--- src/rtl/prbs_gen.sv ---
// Parametrised Fibonacci LFSR pattern generator with valid/ready output,
// STEP bits of advance per accepted word, zero-safe reload and a wrap pulse
// when the sequence returns to the state captured at the last reset/load.
`timescale 1ns/1ps

module prbs_gen #(
  parameter int unsigned      WIDTH = 16,
  parameter logic [WIDTH-1:0] TAPS  = 16'hB400,
  parameter logic [WIDTH-1:0] SEED  = 16'h00FF,
  parameter int unsigned      STEP  = 1
) (
  input  logic             clk,
  input  logic             rst,
  input  logic             en,
  input  logic             load,
  input  logic [WIDTH-1:0] load_data,
  input  logic             out_ready,
  output logic             out_valid,
  output logic [WIDTH-1:0] q,
  output logic             wrap,
  output logic             zero_fix
);

  // Reject configurations that could lock up in the all-zero state or
  // that fall outside the supported widths.
  if (WIDTH < 2 || WIDTH > 32) begin : g_bad_width
    $error("prbs_gen: WIDTH must be in 2..32");
  end
  if (STEP < 1 || STEP > WIDTH) begin : g_bad_step
    $error("prbs_gen: STEP must be in 1..WIDTH");
  end
  if (SEED == '0) begin : g_bad_seed
    $error("prbs_gen: SEED must be nonzero");
  end
  if (TAPS == '0) begin : g_bad_taps
    $error("prbs_gen: TAPS must be nonzero");
  end

  logic [WIDTH-1:0] state_q, state_d;
  logic [WIDTH-1:0] start_q, start_d;
  logic             wrap_q, wrap_d;
  logic             zero_fix_q, zero_fix_d;
  logic [WIDTH-1:0] adv_state;
  logic [WIDTH-1:0] load_val;
  logic             load_zero;
  logic             accept;

  // One Fibonacci shift: parity of tapped bits enters at bit 0.
  function automatic logic [WIDTH-1:0] lfsr_step(input logic [WIDTH-1:0] s);
    return {s[WIDTH-2:0], ^(s & TAPS)};
  endfunction

  // STEP single shifts unrolled into one combinational advance.
  always_comb begin
    adv_state = state_q;
    for (int i = 0; i < int'(STEP); i++) begin
      adv_state = lfsr_step(adv_state);
    end
  end

  assign load_zero = (load_data == '0);
  assign load_val  = load_zero ? SEED : load_data;
  assign out_valid = en & ~load;
  assign accept    = en & out_ready;

  // Next-state selection: load beats advance, advance beats hold.
  always_comb begin
    // NOTE: every output of this block gets a default first so no path
    // leaves a variable unassigned, which would infer a latch.
    state_d    = state_q;
    start_d    = start_q;
    wrap_d     = 1'b0;
    zero_fix_d = 1'b0;
    if (load) begin
      state_d    = load_val;
      start_d    = load_val;
      zero_fix_d = load_zero;
    end else if (accept) begin
      state_d = adv_state;
      wrap_d  = (adv_state == start_q);
    end
  end

  // State, start reference and pulse registers with async active-low reset.
  always_ff @(posedge clk or negedge rst) begin
    // NOTE: non-blocking assignments here so all registers update together
    // from pre-edge values, independent of statement order.
    if (!rst) begin
      state_q    <= SEED;
      start_q    <= SEED;
      wrap_q     <= 1'b0;
      zero_fix_q <= 1'b0;
    end else begin
      state_q    <= state_d;
      start_q    <= start_d;
      wrap_q     <= wrap_d;
      zero_fix_q <= zero_fix_d;
    end
  end

  assign q        = state_q;
  assign wrap     = wrap_q;
  assign zero_fix = zero_fix_q;

endmodule

--- config.mk ---
export PLATFORM = sky130hd
export DESIGN_NAME = prbs_gen
export DESIGN_NICKNAME = d
export VERILOG_FILES = /design/src/rtl/prbs_gen.sv
export SDC_FILE = /design/constraint.sdc
export NUM_CORES = 1
export LEC_CHECK = 0
export BUFFER_PORTS_ARGS = -buffer_cell sky130_fd_sc_hd__clkbuf_2
export CELL_PAD_IN_SITES_DETAIL_PLACEMENT = 0
export CELL_PAD_IN_SITES_GLOBAL_PLACEMENT = 1
export CORE_MARGIN = 10
export CORE_UTILIZATION = 42
export CTS_BUF_LIST = sky130_fd_sc_hd__clkbuf_4 sky130_fd_sc_hd__clkbuf_8
export CTS_CLUSTER_SIZE = 16
export DETAILED_ROUTE_END_ITERATION = 16
export PLACE_DENSITY_LB_ADDON = 0.12
export SETUP_SLACK_MARGIN = 0.05
export SLEW_MARGIN = 20
export SYNTH_ARGS = -nofsm -noshare
export SYNTH_HDL_FRONTEND = slang
export SYNTH_SLANG_ARGS = --single-unit
export TNS_END_PERCENT = 1
--- constraint.sdc ---
create_clock -name clk -period 1.89 [get_ports clk]
set_clock_uncertainty 0.2 [all_clocks]
set_input_delay 0.378 -clock clk [delete_from_list [all_inputs] [get_ports clk]]
set_output_delay 0.378 -clock clk [all_outputs]
set_load 0.01 [all_outputs]
* After elaboration in Yosys (flattened, before gate mapping)
Cells that the tools add are included.
** Word-level totals
- Flip-flop bits (word level) :: 34
- Word-level logic and storage cells :: 17
- Output and inout bits :: 19
** Operators by class
- Equal/unequal tests :: 1
- Reduce and logical (&&, ||, !) cells :: 3
- Mux-type cells :: 6
- Bitwise gates (word level) :: 3
** Operators by type and width (count)
- $mux 16 :: 3
- $eq 16x16->1 :: 1
- $logic_not 16->1 :: 1
- $reduce_xor 16->1 :: 1
- $mux 1 :: 3
- $and 1x1->1 :: 2
- $reduce_bool 2->1 :: 1
- $not 1->1 :: 1

* Longest topological paths before layout
Gate-level depths: netlist of the first run.
- Depth after elaboration :: 4
- Depth in mapped cells :: 6

* Least setup slack after synthesis of the first run
Ideal clock, no wire load.
- Path type :: input to register
- Start :: in load_data[11]
- End :: reg state_q[0], in the netlist q[0]
- Setup time :: 0.068 ns
- Required time :: 1.622 ns
- Cell stages on the path :: 6
- Setup slack :: 0.180 ns
- Data arrival time :: 1.442 ns
- Path buffers :: 2
- Cell sequence :: nor4_1 -> nand4_1 -> or3_1 -> buf_6 -> buf_8 -> a2bb2oi_2
** On the way
- Word-level cells in the longest chain between the ends :: 3
** RTL lines
- start: declaration :: line 16 : input logic [WIDTH-1:0] load_data,
- $logic_not 16->1 :: line 61 : assign load_zero = (load_data == '0);
- $mux 16 :: line 62 : assign load_val = load_zero ? SEED : load_data;
- $mux 16 :: line 74 : if (load) begin
- end signal: assignment :: line 94 : state_q <= state_d;
- end: declaration :: line 39 : logic [WIDTH-1:0] state_q, state_d;
Every way passes these cells.
A chain may end at the register's enable or synchronous reset.

* Final worst setup path of the first run
- Start :: in load_data[11]
- End :: reg state_q[5], in the netlist q[5]
The elaborated chain is that of the path after synthesis.

==> run metrics, run 1 <==
most frequent cells in the layout clkbuf_2, o21ai_0, dfrtp_1; Hold Crit Start load_data[6]; Die W 83.7 um; Core Area 3970 um2; Die Height 83.7 um; total gr overflow 0; DIE AREA 7010 um2; Final Instance Area 2150 um2; Worst setup SP type input pin; Crit-path slowest cell nor4_1; worst skew pair latency 280 ps; Post-Synth Simple-Gate Area 11.5%; dpl cell area 2040 um2; final period utilization 95.6%; CTS tree done; DRC 0; Max Root-Sink Buffers 2; Final Max Slew Viols 0; largest stage delay on the critical path 460 ps; initial antenna violation count 0; Clock Sinks 34; Final min period 1810 ps; leading post-synthesis cells by cell area dfrtp_1, dfstp_2, mux2i_1; Worst R2R Path Depth 4; Crit Path Category in -> reg; unrepaired setup endpoints after global routing yes; first-pass GRT wire length 7.45 mm; Final Hold Fails 0; Worst Setup End Kind register; Hold/Removal Path Class in -> reg; number of CTS-inserted buffers 5; DR vias 1,374; Via-to-Cell Ratio 5.07; Max VDD drop 0.000446 V; number of global-route vias before repair 1,518; # port buffers 39; fin cells 271; Worst R2R Setup Slack 180 ps; Slew @ Worst Pin 470 ps; H-tree Lvls 2; pin count of the biggest net entering global routing 20; top cell type's share of synthesized area 26.4%; relative slew slack 68.4%; Cell Area, Synth 1700 um2; RD Place Congestion 0.800; arrival time at the worst endpoint 1810 ps; routed wire length 4.41 mm; pwr dens 844 nW/um2; Clock transition at path regs 70 ps; worst path cell trace clkbuf_2 -> nor4_1 -> nand4_1 -> or3_1 -> buf_4 -> a31oi_1; overall power 1820 uW; initial drt markers 49; Post-Syn Area per Cell 10.2 um2; Seq/Total Area, Yosys 51.1%; # IOs 40; number of nets with antenna violations after routing 0; compound-cell area share of the yosys netlist 12.5%; Post-Synth XOR/XNOR Area 9.77%; hpwl dp 3.45 mm; R2R Path End wrap; most common library cell in the layout ignoring fill and taps clkbuf_2; Syn Nets 188; GRT Overall Usage 12.7%; clk root buf clkbuf_8; number of synthesized register bits 34; Final Net Count 241; Initial DRT Pass Iterations 4; cell taking the most area after synthesis dfrtp_1; main combinational cell family by area after synthesis compound AO/OA/AOI/OAI gates; Yosys warning count 0; Max-Cap Viols 0; hold depth 3; Crit path depth 6; # rows 23; WL/cell 16.3 um; Yosys cell types 23; Final Setup Violations 0; worst path bufs/invs 2; status finished, final reports clean; share of layout cells above drive strength 1 37.1%; worst hold path endpoint q[6]; Inst Count DP 262; Req. time, crit path 1890 ps; postcts setup bufs 0; Synth-to-Final Area Change 26.4%; Gate Count Post-Synth 167; highest clock rate 554 MHz; crit-path max FO 9; Pleak 0.00108 uW; Top delay family on crit path simple AND/OR/NAND/NOR gates; R2R Path Start q[14]; n_diodes 0; Synth Area in Adders 0%; mux contribution to synthesized area 8.22%; initial core utilization 42.9%
power breakdown:
group	switching, uW	leakage (uW)	internal (uW)	total, uW
combinational	190	0.000634	175	365
clock	250	0.0000517	308	558
sequential	71.0	0.000391	824	895
synth_stat cells:
cell       instances
dfrtp_1           18
o21ai_0           18
nand2_1           17
dfstp_2           16
inv_1             16
mux2i_1           14
xnor2_1           14
a31oi_1            8
a211oi_1           7
and3_1             7
clkbuf_1           6
nor4_1             5
xor2_1             5
nand4_1            4
buf_2              2
nor2_1             2
nor2b_1            2
a21oi_1            1
a2bb2oi_2          1
buf_6              1
buf_8              1
nor3_1             1
or3_1              1
layer usage:
metal	global-route usage (%)	vias to the layer above	routed length, um
li1	-	682	-
met1	15.1	655	1910
met2	21.6	33	2220
met3	3.81	4	246
met4	3.20	0	38
met5	0	-	0
what timing repair did:
item | CTS | global route
hold endpoints to repair | 13 | 0
hold buffers | 1 | 0
resized for setup | 0 | 2
endpoints found under the setup margin | 0 | 2
final cells by class:
type	instances	area (um2)
inverters	16	60.1
well taps	50	62.6
clock inverters	1	5.00
multi-input cells	107	727
fillers	385	1820
clock buffers	7	90.1
flip-flops and latches	34	871
repair buffers	56	338
tightest hold or removal path: cells and delay by family:
kind | cells | cell delay [ps]
AO/OA/AOI/OAI | 1 | 70
buffers and inverters | 2 | 160
cell families (layout without fill, tap and decap cells):
kind of cell | after synthesis | count (layout)
AOI/OAI and AO/OA | 35 | 35
xor gates and xnor gates | 19 | 19
buffers and inverters | 26 | 80
DFF | 34 | 34
muxes | 14 | 14
and+or+nand+nor | 39 | 39
flip-flops by register name (all words and copies together), names as in the netlist:
register,flops
q,16
start_q,16
wrap,1
zero_fix,1
how the worst max path moves through the flow:
stage,to,start,slack (ps)
floorplan,q[0],load_data[11],180
global placement,q[7],load_data[11],-130
detailed placement,q[5],load_data[11],-200
CTS,q[5],load_data[11],90
global route,q[4],load_data[11],40
finish,q[5],load_data[11],80
through the flow:
stage / util [%] / worst slack, ps / hold slack [ps] / TNS [ps]
final: 54.2 / 83.4 / 129 / 0
after global routing: 54.2 / 37.3 / 127 / 0
after CTS: 53.9 / 91.7 / 117 / 0
after detailed placement: 51.3 / -203 / 132 / -2050
after global placement: 51.3 / -134 / 128 / -1190
after floorplan: - / 180 / -118 / 0
Note: power is estimated with default switching activity, not from simulation.
==> inputs of run 2 (changes only) <==
--- a/config.mk
+++ b/config.mk
@@ -5,11 +5,12 @@
 export SDC_FILE = /design/constraint.sdc
 export NUM_CORES = 1
 export LEC_CHECK = 0
+export ABC_AREA = 1
 export BUFFER_PORTS_ARGS = -buffer_cell sky130_fd_sc_hd__clkbuf_2
 export CELL_PAD_IN_SITES_DETAIL_PLACEMENT = 0
 export CELL_PAD_IN_SITES_GLOBAL_PLACEMENT = 1
 export CORE_MARGIN = 10
-export CORE_UTILIZATION = 42
+export CORE_UTILIZATION = 40
 export CTS_BUF_LIST = sky130_fd_sc_hd__clkbuf_4 sky130_fd_sc_hd__clkbuf_8
 export CTS_CLUSTER_SIZE = 16
 export DETAILED_ROUTE_END_ITERATION = 16
==> run 2 against run 1 <==
Worst hold slack got worse by 11 ps. Clock power up 5.6%. Register-to-register slack improved by 190 ps. Area after synthesis rose by 6.3%. Flip-flop and latch count stayed put. Total power up 1.9%. Combinational power rose by 2%. Cell count is 22% higher. Critical path depth down 5. First-iteration DRC count rose by 140%. Die area up 8.8%. Critical endpoint is now q[1].
==> run metrics, run 2 <==
compound-cell area share of the yosys netlist 11.0% (-1.4 points); total gr overflow 0 (unchanged); main combinational cell family by area after synthesis simple AND/OR/NAND/NOR gates; Hold Slack 119 ps (-10.7 ps); Clk pwr share 31.8% (+1.1 points); Combinational Power Share 20.1% (about the same); relative slew slack 70.7% (+2.4 points); # rows 24 (+4.3%); initial drt markers 119 (+140%); RD Place Congestion 0.784 (-2.1%); unrepaired setup endpoints after global routing no; CTS tree done; # port buffers 39 (unchanged); Die W 87.3 um (+4.3%); pin count of the biggest net entering global routing 35 (+75%); switching power 572 uW (+12%); DR vias 1,607 (+17%); worst skew pair latency 300 ps (+20 ps); Max Root-Sink Buffers 2 (unchanged); Final min period 1620 ps (-185 ps); Hold/Removal Path Class in -> reg; worst path cell trace clkbuf_2; WL/cell 15.0 um (-8.0%); routed wire length 4.94 mm (+12%); number of global-route vias before repair 1,573 (+3.6%); Worst setup SP type register; GRT Overall Usage 13.8% (+1.1 points); Post-Synth Simple-Gate Area 27.3% (+16 points); Synth top cells by count nand2_1, inv_1, nor2_1, o21ai_0, dfrtp_1; Max-Cap Viols 0 (unchanged); Yosys warning count 0 (unchanged); top cell type's share of synthesized area 24.9% (-1.6 points); DIE AREA 7620 um2 (+8.8%); Yosys cell types 24 (+4.3%); crit-path max FO 5 (-4); Final Instance Area 2160 um2 (+0.29%); number of synthesized register bits 34 (unchanged); initial core utilization 41.3% (-1.6 points); Final TNS setup 0 ps (unchanged); Max VDD drop 0.000406 V (-8.9%); most numerous cell in the Yosys netlist nand2_1; worst path bufs/invs 1 (-1); Slew @ Worst Pin 439 ps (-31.5 ps); Final Hold Fails 0 (unchanged); Top delay family on crit path flip-flops; share of layout cells above drive strength 1 27.3% (-9.8 points); Clock Sinks 34 (unchanged); final period utilization 85.8% (-9.8 points); Synth Area in Adders 0% (unchanged); Final Setup Violations 0 (unchanged); arrival time at the worst endpoint 1040 ps (-770 ps); largest stage delay on the critical path 590 ps (+130 ps); most common library cell in the layout ignoring fill and taps nand2_1; Crit Path Category reg -> out; Core Area 4380 um2 (+10%); pwr dens 858 nW/um2 (+1.6%); H-tree Lvls 2 (unchanged); Post-synth ARST share 100% (unchanged); post_cts resized 0 (unchanged); EDFF count, synth 0 (unchanged); Worst Setup End Kind primary output; Gate Count Post-Synth 232 (+39%); Seq/Total Area, Yosys 48.1% (-3.0 points); first-pass GRT wire length 8.17 mm (+9.7%); highest clock rate 617 MHz (+11%); Post-Syn Area per Cell 7.81 um2 (-23%); Clock transition at path regs 70 ps (about the same); cell taking the most area after synthesis dfrtp_1; status finished, final reports clean; Final Max Slew Viols 0 (unchanged); Syn Nets 253 (+35%); DRC 0 (unchanged); Pint 1280 uW (-2.0%); number of CTS-inserted buffers 5 (unchanged); Synth-to-Final Area Change 19.2%; Die Height 87.3 um (+4.3%); leading post-synthesis cells by cell area dfrtp_1, dfstp_2, nand2_1; Crit-path slowest cell dfstp_2; Post-Synth XOR/XNOR Area 3.87% (-5.9 points); mux contribution to synthesized area 0% (-8.2 points); Via-to-Cell Ratio 4.87 (-4.0%); # IOs 40 (unchanged); part of the power in registers 48.1% (-1.1 points); Cell Area, Synth 1810 um2 (+6.3%); Req. time, crit path 1310 ps (-580 ps); initial antenna violation count 0 (unchanged); Initial DRT Pass Iterations 4 (unchanged); ys flop type dfrtp_1; fill count 464 (+21%); most frequent cells in the layout nand2_1, clkbuf_2, inv_1; Final Net Count 298 (+24%); hpwl dp 3.71 mm (+7.4%); clk root buf clkbuf_8; n_diodes 0 (unchanged); Worst R2R Setup Slack 370 ps (+190 ps); number of nets with antenna violations after routing 0 (unchanged); dpl cell area 2050 um2 (+0.92%); Pleak 0.00115 uW (+6.9%); Sw Share 30.9% (+2.8 points)
-- run 2: cell count changes after synthesis, sizes merged, moves of 7 or more --
| cell | delta |
|---|---|
| inv | +16 |
| a31oi | -7 |
| mux2i | -14 |
| and3 | -7 |
| nor2 | +25 |
| nand3 | +13 |
| a211oi | -7 |
| nand2 | +57 |
| xnor2 | -11 |
-- run 2: layer usage --
metal | global-route usage (%) | up-vias | routed length [um]
met5 | 0 | - | 0
li1 | - | 816 | -
met1 | 18.5 | 750 | 2380
met3 | 4.78 | 6 | 267
met2 | 20.2 | 35 | 2230
met4 | 4.35 | 0 | 60
-- run 2: logic make-up (layout without fill, tap and decap cells) --
logic type	Yosys count	in the layout
XOR/XNOR	8	8
AND/OR/NAND/NOR	117	117
flip-flops	34	34
AO/OA/AOI/OAI	34	34
buffers and inverters	39	85
-- run 2: final timing paths --
kind / startpoint / endpoint / cells after the start
setup / recovery: q[1] / q[1] / 1
hold / removal: load_data[0] / start_q[0] / 3
setup reg to reg: q[7] / wrap / 8
hold reg to reg: start_q[13] / start_q[13] / 2
max in group asynchronous: rst / start_q[6] / 3
min in group asynchronous: rst / q[10] / 3
-- run 2: power groups by stage --
stage               Clock [uW]  Sequential (uW)  Combinational [uW]
floorplan                    0              908                 216
global placement             0              905                 381
detailed placement           0              903                 378
CTS                        596              892                 381
global route               629              902                 432
finish                     589              892                 373
-- run 2: what timing repair did --
item | CTS | global route
hold endpoints to repair | 18 | 0
setup buffers | 0 | 0
hold buffers | 1 | 0
-- run 2: through the flow --
step / cells / worst slack [ps] / power, uW / utilization, %
2_1_floorplan: 232 / 433 / 1120 / -
3_3_place_gp: 321 / 255 / 1290 / 46.9
3_5_place_dp: 321 / 248 / 1280 / 46.9
4_1_cts: 330 / 264 / 1870 / 49.3
5_1_grt: 330 / 233 / 1960 / 49.3
6_report: 330 / 268 / 1850 / 49.3
-- run 2: cell type report --
class | instances | area [um2] | share of cell area, %
Clock buffer | 7 | 90.1 | 4.17
Clock inverter | 1 | 5.00 | 0.232
Inverter | 32 | 120 | 5.56
Multi-Input combinational cell | 159 | 766 | 35.5
Sequential cell | 34 | 871 | 40.3
Tap cell | 52 | 65.1 | 3.01
Timing Repair Buffer | 45 | 243 | 11.2
